===== src/rtl/matrix_pkg.sv =====
// Shared constants and scan-state encoding for the 5x7 LED matrix column scanner.
package matrix_pkg;
  localparam int NUM_COLS = 5;
  localparam int NUM_ROWS = 7;
  localparam int COL_W    = 3;

  typedef enum logic [1:0] {
    S_OFF   = 2'd0,
    S_BLANK = 2'd1,
    S_DRIVE = 2'd2
  } scan_state_e;
endpackage


===== src/rtl/matrix_frame_buf.sv =====
// Double-buffered 5x7 frame store: shadow is written column by column, active is what the scanner reads.
module matrix_frame_buf
  import matrix_pkg::*;
(
  input  logic                clk,
  input  logic                rst_n,
  input  logic                wr_en,
  input  logic [COL_W-1:0]    wr_col,
  input  logic [NUM_ROWS-1:0] wr_data,
  input  logic                swap,
  input  logic [COL_W-1:0]    rd_col,
  output logic [NUM_ROWS-1:0] rd_data
);
  logic [NUM_COLS-1:0][NUM_ROWS-1:0] shadow_q, shadow_d;
  logic [NUM_COLS-1:0][NUM_ROWS-1:0] active_q, active_d;

  // wr_en arrives already qualified (ready and in-range column), so no range check here.
  always_comb begin
    shadow_d = shadow_q;
    active_d = active_q;
    if (wr_en) shadow_d[wr_col] = wr_data;
    if (swap) active_d = shadow_q;
  end

  always_ff @(posedge clk or negedge rst_n) begin
    if (!rst_n) begin
      shadow_q <= '0;
      active_q <= '0;
    end else begin
      shadow_q <= shadow_d;
      active_q <= active_d;
    end
  end

  assign rd_data = active_q[rd_col];
endmodule


===== src/rtl/matrix_scan_ctrl.sv =====
// Column scanner: OFF/BLANK/DRIVE FSM with down-counter, frame-boundary swap commit and output decode.
module matrix_scan_ctrl
  import matrix_pkg::*;
#(
  parameter int DWELL   = 1000,
  parameter int BLANK   = 4,
  parameter int ROW_POL = 1
) (
  input  logic                clk,
  input  logic                rst_n,
  input  logic                en,
  input  logic                wr_en,
  input  logic [COL_W-1:0]    wr_col,
  input  logic [NUM_ROWS-1:0] wr_data,
  output logic                wr_ready,
  input  logic                swap_req,
  output logic                swap_ack,
  output logic [NUM_COLS-1:0] col_out,
  output logic [NUM_ROWS-1:0] row_out,
  output logic [COL_W-1:0]    cur_col,
  output logic                frame_start,
  output logic [1:0]          dbg_state
);
  localparam int MAX_CNT = (DWELL > BLANK) ? DWELL : BLANK;
  localparam int CNT_W   = $clog2(MAX_CNT + 1);
  localparam logic [COL_W-1:0] LAST_COL = COL_W'(NUM_COLS - 1);

  scan_state_e        state_q, state_d;
  logic [CNT_W-1:0]   cnt_q, cnt_d;
  logic [COL_W-1:0]   col_q, col_d;
  logic               pending_q, pending_d;
  logic               frame_start_q, frame_start_d;
  logic               swap_ack_q, swap_ack_d;
  logic               boundary;
  logic               commit;
  logic               wr_accept;
  logic [NUM_ROWS-1:0] rd_data;
  logic [NUM_ROWS-1:0] row_act;

  // Write handshake: a write is taken on a rising edge where wr_en && wr_ready;
  // out-of-range columns are dropped without stalling the writer.
  assign wr_ready  = ~pending_q;
  assign wr_accept = wr_en & wr_ready & (wr_col < COL_W'(NUM_COLS));

  always_comb begin
    state_d       = state_q;
    cnt_d         = cnt_q;
    col_d         = col_q;
    frame_start_d = 1'b0;
    boundary      = 1'b0;
    if (!en) begin
      state_d = S_OFF;
      cnt_d   = '0;
      col_d   = '0;
    end else begin
      case (state_q)
        S_OFF: begin
          state_d       = S_BLANK;
          cnt_d         = CNT_W'(BLANK - 1);
          col_d         = '0;
          frame_start_d = 1'b1;
        end
        S_BLANK: begin
          if (cnt_q == '0) begin
            state_d = S_DRIVE;
            cnt_d   = CNT_W'(DWELL - 1);
          end else begin
            cnt_d = cnt_q - 1'b1;
          end
        end
        S_DRIVE: begin
          if (cnt_q == '0) begin
            state_d = S_BLANK;
            cnt_d   = CNT_W'(BLANK - 1);
            if (col_q == LAST_COL) begin
              col_d         = '0;
              frame_start_d = 1'b1;
              boundary      = 1'b1;
            end else begin
              col_d = col_q + 1'b1;
            end
          end else begin
            cnt_d = cnt_q - 1'b1;
          end
        end
        default: begin
          state_d = S_OFF;
          cnt_d   = '0;
          col_d   = '0;
        end
      endcase
    end
  end

  // A pending swap commits at the frame wrap, or immediately while the display is off.
  always_comb begin
    commit     = pending_q & (boundary | (state_q == S_OFF));
    swap_ack_d = commit;
    pending_d  = commit ? 1'b0 : (pending_q | swap_req);
  end

  always_ff @(posedge clk or negedge rst_n) begin
    if (!rst_n) begin
      state_q       <= S_OFF;
      cnt_q         <= '0;
      col_q         <= '0;
      pending_q     <= 1'b0;
      frame_start_q <= 1'b0;
      swap_ack_q    <= 1'b0;
    end else begin
      state_q       <= state_d;
      cnt_q         <= cnt_d;
      col_q         <= col_d;
      pending_q     <= pending_d;
      frame_start_q <= frame_start_d;
      swap_ack_q    <= swap_ack_d;
    end
  end

  matrix_frame_buf u_frame_buf (
    .clk     (clk),
    .rst_n   (rst_n),
    .wr_en   (wr_accept),
    .wr_col  (wr_col),
    .wr_data (wr_data),
    .swap    (commit),
    .rd_col  (col_q),
    .rd_data (rd_data)
  );

  always_comb begin
    col_out = '0;
    row_act = '0;
    if (state_q == S_DRIVE) begin
      col_out = {{(NUM_COLS-1){1'b0}}, 1'b1} << col_q;
      row_act = rd_data;
    end
    row_out = (ROW_POL != 0) ? row_act : ~row_act;
  end

  assign cur_col     = col_q;
  assign frame_start = frame_start_q;
  assign swap_ack    = swap_ack_q;
  assign dbg_state   = state_q;
endmodule


===== config.mk =====
export PLATFORM = sky130hd
export DESIGN_NAME = matrix_scan_ctrl
export DESIGN_NICKNAME = d
export VERILOG_FILES = /design/src/rtl/matrix_pkg.sv /design/src/rtl/matrix_frame_buf.sv /design/src/rtl/matrix_scan_ctrl.sv
export SDC_FILE = /design/constraint.sdc
export NUM_CORES = 1
export LEC_CHECK = 0
export CORE_UTILIZATION = 30
export DETAILED_ROUTE_END_ITERATION = 7
export PLACE_DENSITY = 0.54
export SLEW_MARGIN = 20
export SYNTH_ARGS = -nofsm -noshare
export SYNTH_HDL_FRONTEND = slang
export SYNTH_SLANG_ARGS = --single-unit

===== constraint.sdc =====
create_clock -name clk -period 6.7 [get_ports clk]
set_input_delay 1.005 -clock clk [delete_from_list [all_inputs] [get_ports clk]]
set_output_delay 1.005 -clock clk [all_outputs]
set_load 0.05 [all_outputs]

=== After elaboration in Yosys (flattened, before gate mapping) ===
Index checks and enable logic that the tools add are counted.

* Register bits: 88
* Logic and storage cells: 66
* Output and inout bits: 20
* Input bits: 15

* Reductions and logical operators: 5
* Multiplexer cells: 26
* Shift-type cells: 1
* Equality and inequality tests: 6
* $add $sub $neg: 2
* Bitwise logic cells: 6
* $lt $le $gt $ge: 4

{| class="wikitable"
|+ Operators by type and width
! cell !! number
|-
| $bwmux W35 || 1
|-
| $mux W10 || 3
|-
| $pmux W10 S3 || 1
|-
| $bmux W7 S3 || 1
|-
| $demux W7 S3 || 1
|-
| $mux W7 || 3
|-
| $logic_not A10 Y1 || 1
|-
| $sub A10 B1 Y10 const B || 1
|-
| $mux W3 || 3
|-
| $lt A3 B4 Y1 const B || 2
|-
| $mux W1 || 6
|-
| $mux W2 || 3
|-
| $ne A3 B3 Y1 const B || 2
|-
| $pmux W2 S3 || 1
|-
| $pmux W3 S2 || 1
|-
| $mux W5 || 1
|-
| $shl A1 B3 Y5 const A || 1
|-
| $reduce_and A2 Y1 || 2
|-
| $add A3 B1 Y3 const B || 1
|-
| $and A1 B1 Y1 || 3
|-
| $eq A3 B3 Y1 const B || 1
|-
| $ge A3 B1 Y1 const B || 1
|-
| $lt A3 B3 Y1 const B || 1
|-
| $eq A2 B1 Y1 const B || 1
|-
| other kinds (7) || 8
|}

=== Longest topological paths before layout ===
* Word-level depth: 8
* Gate-level depth with buffers: 8
* Depth with buffers taken out: 6

=== Cells and area by module ===
From an unflattened synthesis, not the netlist that was laid out.

* Cells, all modules: 294
* Area total of the unflattened synthesis: 3965.1 µm²

{| class="wikitable"
|+ Modules (own cells, without submodules)
! module !! seq. area each (µm²) !! cells an instance !! times used !! area an instance (µm²)
|-
| matrix_frame_buf || 1751.7 || 187 || 1 || 2936.6
|-
| matrix_scan_ctrl || 450.4 || 107 || 1 || 1028.5
|}

=== Worst setup path before layout ===
No wires, ideal clock.

* Kind: register to output
* Start: register state_q[1] (netlist: dbg_state[1])
* End: output port row_out[0]
* Data arrival time: 2.238 ns
* Stages on the path, launching flop included: 7
* Data required time: 5.695 ns
* Path buffers: 2
* Setup slack: 3.457 ns
* Cell sequence: dfrtp_1 -> buf_2 -> nor2b_1 -> clkbuf_1 -> nand2_1 -> nor3_1 -> a22o_1

* Cells in the longest elaborated chain, start to end: 2

{| class="wikitable"
|+ RTL lines
! element !! line !! source
|-
| from (decl) || matrix_scan_ctrl.sv:28 || <nowiki>scan_state_e state_q, state_d;</nowiki>
|-
| from (signal assigned) || matrix_scan_ctrl.sv:111 || <nowiki>state_q <= state_d;</nowiki>
|-
| $eq A2 B2 Y1 || matrix_scan_ctrl.sv:134 || <nowiki>if (state_q == S_DRIVE) begin</nowiki>
|-
| $mux W7 || matrix_scan_ctrl.sv:134 ||
|-
| to (decl) || matrix_scan_ctrl.sv:19 || <nowiki>output logic [NUM_ROWS-1:0] row_out,</nowiki>
|}

Every way passes these cells.

=== Worst setup path after layout ===
* Start: register state_q[1] (netlist: dbg_state[1])
* End: output port row_out[6]

The elaborated chain is that of the path after synthesis.

==> results.py <==
metrics = {
    "die": {
        "die_area_um2": 13480,
        "die_w_um": 116.1,
        "fp.dieH_um": 116.1,
        "initial_utilization_pct": 30.82,
        "ios": 35,
        "coreArea_um2": 12670,
        "rows": 41,
    },
    "timing": {
        "tightest_slew_ns": 0.8512,
        "grt_setup_unrepaired": "no",
        "holdWs_ns": 0.4751,
        "hold_viol_final": 0,
        "fin_skew_ns": 0.007755,
        "slew_violations": 0,
        "fin_setup_tns_ns": 0,
        "period_needed_ns": 4.137,
        "maxSlewHeadroom_pct": 43.00,
        "min_period_over_period_pct": 61.75,
        "fmax_ghz": 0.2417,
        "finalSetupViolations": 0,
    },
    "finish": {
        "layout_commonest_cell": "dfrtp_1",
        "n_antenna_cell": 0,
        "synthToLayoutAreaGrowth_pct": 20.54,
        "final_nets": 330,
        "final_cell_mix": "dfrtp_1 (88), mux2_2 (69), clkdlybuf4s50_1 (33)",
        "drive_gt1_share_pct": 32.17,
        "fin_util_pct": 37.15,
    },
    "synth": {
        "synth-edff-count": 0,
        "netlist-cell-type-count": 45,
        "synth_top_cells_by_area": "dfrtp_1 (56%), mux2_2 (20%), mux4_2 (4.0%)",
        "syn_inst": 275,
        "synth_top_area_share_pct": 56.39,
        "synthArstFlopShare_pct": 100.0,
        "synth-seq-cells": 88,
        "netlist_area_um2": 3905,
        "synthFlopType": "dfrtp_1",
        "syn-num-nets": 296,
        "ys_seq_area_share_pct": 56.39,
        "avgSynthCellArea_um2": 14.20,
        "synth.largest_area_cell": "dfrtp_1",
        "yosysWarnings": 0,
    },
    "clock_tree": {
        "cts_hold_buffers": 0,
        "cts-buffers-inserted": 9,
        "ctsRootBufferMaster": "clkbuf_16",
        "clk_pin_slew_ns": 0.06,
        "cts.sinks": 88,
        "cts_max_level": 3,
        "cts_setup_buffers": 0,
        "cts_tree": "yes",
        "cts-resized-gates": 0,
        "cts_buffer_depth": 2,
        "clock_latency_ns": 0.34,
    },
    "grt": {
        "grt_use_total_pct": 13.51,
        "antenna_found_initial": 0,
        "grt_pass1_vias": 2346,
        "grt_pass1_wl_mm": 13.16,
        "grt_max_degree": 50,
        "grt.overflow.total": 0,
    },
    "pwr": {
        "p_comb_share_pct": 34.5,
        "p_per_area_nw_per_um2": 463.2,
        "power_frac_seq_pct": 42.3,
        "netSwitchingPower_uw": 694.5,
        "switching_share_pct": 31.86,
        "vdd.ir_drop.worst_v": 0.0001624,
        "p_int_uw": 1486,
        "p_total_uw": 2180,
        "power_leakage_uw": 0.001997,
        "pwr-share-clk_pct": 23.1,
    },
    "hold_path": {
        "hold_path.class": "register to register",
    },
    "placed_design": {
        "io_buffers": 34,
        "hpwlAfterDp_mm": 5.144,
        "place_congestion": 0.7079,
    },
    "flow_run": {
        "drv_cap": 0,
    },
    "detailed_routing": {
        "via_per_inst": 4.722,
        "wire_per_inst_um": 16.48,
        "ant_nets": 0,
        "first_pass_iters": 4,
        "dr_total_vias": 2295,
        "drc_errors": 0,
        "wirelength_mm": 8.010,
        "first_iter_violations": 119,
    },
    "critical_path": {
        "path_buf_inv": 1,
        "crit_type": "register to output pin",
        "crit_family": "simple AND/OR/NAND/NOR gates",
        "path_cells": "nor2b_1 > nand2_1 > nor3_2 > a22o_1 > clkdlybuf4s50_1",
        "slowest_stage": "clkdlybuf4s50_1",
        "cp-start-kind": "register",
        "endpoint_kind": "output pin",
        "cp_max_fo": 11,
        "critPathArrivalTime_ns": 3.13,
        "required_ns": 5.69,
        "max_stage_delay_ns": 0.81,
    },
    "outcome": {
        "run_status": "completed",
    },
}
==> cell type report <==
| class | instances | area, µm² |
|---|---|---|
| well taps | 172 | 215.2 |
| clock inverters | 4 | 53.80 |
| flip-flops and latches | 88 | 2202 |
| fillers | 1225 | 7964 |
| inverters | 7 | 26.28 |
| clock buffers | 12 | 246.5 |
| repair buffers | 36 | 352.8 |
| multi-input cells | 167 | 1610 |
==> power by group through the flow <==
stage	Sequential [µW]	Combinational [µW]	Clock [µW]
finish	923	753	504
global route	955	819	544
CTS	924	764	522
detailed placement	934	760	0
global placement	921	742	0
floorplan	910	621	0
==> sequential cells by signal, summed over array words and instances (netlist names) <==
| register | count |
|---|---|
| cur_col | 3 |
| cnt_q | 10 |
| frame_start | 1 |
| swap_ack | 1 |
| u_frame_buf.active_q | 35 |
| dbg_state | 2 |
| pending_q | 1 |
| u_frame_buf.shadow_q | 35 |
==> per-layer routing <==
| layer | wire [µm] | track usage (%) | vias up |
|---|---|---|---|
| li1 | - | - | 1061 |
| met1 | 3920 | 18.25 | 1189 |
| met2 | 3616 | 20.04 | 34 |
| met3 | 331 | 3.944 | 11 |
| met4 | 142 | 6.239 | 0 |
| met5 | 0 | 0 | - |
==> synth_stat cells, types with 3 or more instances <==
cell and n:
a21oi_1 4, nor2_1 12, mux4_2 7, clkbuf_1 4, mux2_2 69, nor3_1 4, xnor2_1 5, nand2_1 9
a22o_1 7, and3_1 5, buf_2 3, dfrtp_1 88, buf_4 3, ha_1 6, inv_1 7
==> logic make-up (layout without fill, tap and decap cells) <==
kind of cell | count (synthesis) | count (layout) | share of synthesized area (%)
mux | 81 | 81 | 25.54
buf+inv | 20 | 59 | 2.691
simple gates | 53 | 53 | 7.850
fa+ha+maj | 6 | 6 | 1.922
compound gates | 22 | 22 | 4.486
xor+xnor | 5 | 5 | 1.121
flops | 88 | 88 | 56.39
==> through the flow <==
stage / setup slack [ns] / std cells / instance area [µm²]
after floorplan: 3.457 / 275 / 3905
after global placement: 2.936 / 470 / 4407
after detailed placement: 2.910 / 470 / 4407
after CTS: 2.529 / 486 / 4707
after global routing: 2.375 / 486 / 4707
final: 2.563 / 486 / 4707
==> worst register-to-register path, cell delays in order, from the launching register on <==
cell      delay (ns)
dfrtp_1         0.81
inv_1           0.15
ha_1            0.26
and4b_1         0.26
and4bb_2        0.27
o21ai_4         0.12
buf_4           0.44
mux2_2          0.42
==> path summary, 6_finish.rpt <==
check	start	to	slack (ns)	cells past startpoint
worst min register to register	u_frame_buf.shadow_q[23]	u_frame_buf.active_q[23]	0.48	1
worst max-delay path	dbg_state[1]	row_out[6]	2.56	5
worst max register to register	cur_col[0]	u_frame_buf.active_q[7]	3.86	7
worst min-delay path	u_frame_buf.shadow_q[23]	u_frame_buf.active_q[23]	0.48	1
min in group asynchronous	rst_n	u_frame_buf.shadow_q[14]	0.63	1
max in group asynchronous	rst_n	cnt_q[7]	5.03	2
(Power assumes the default switching activity.)
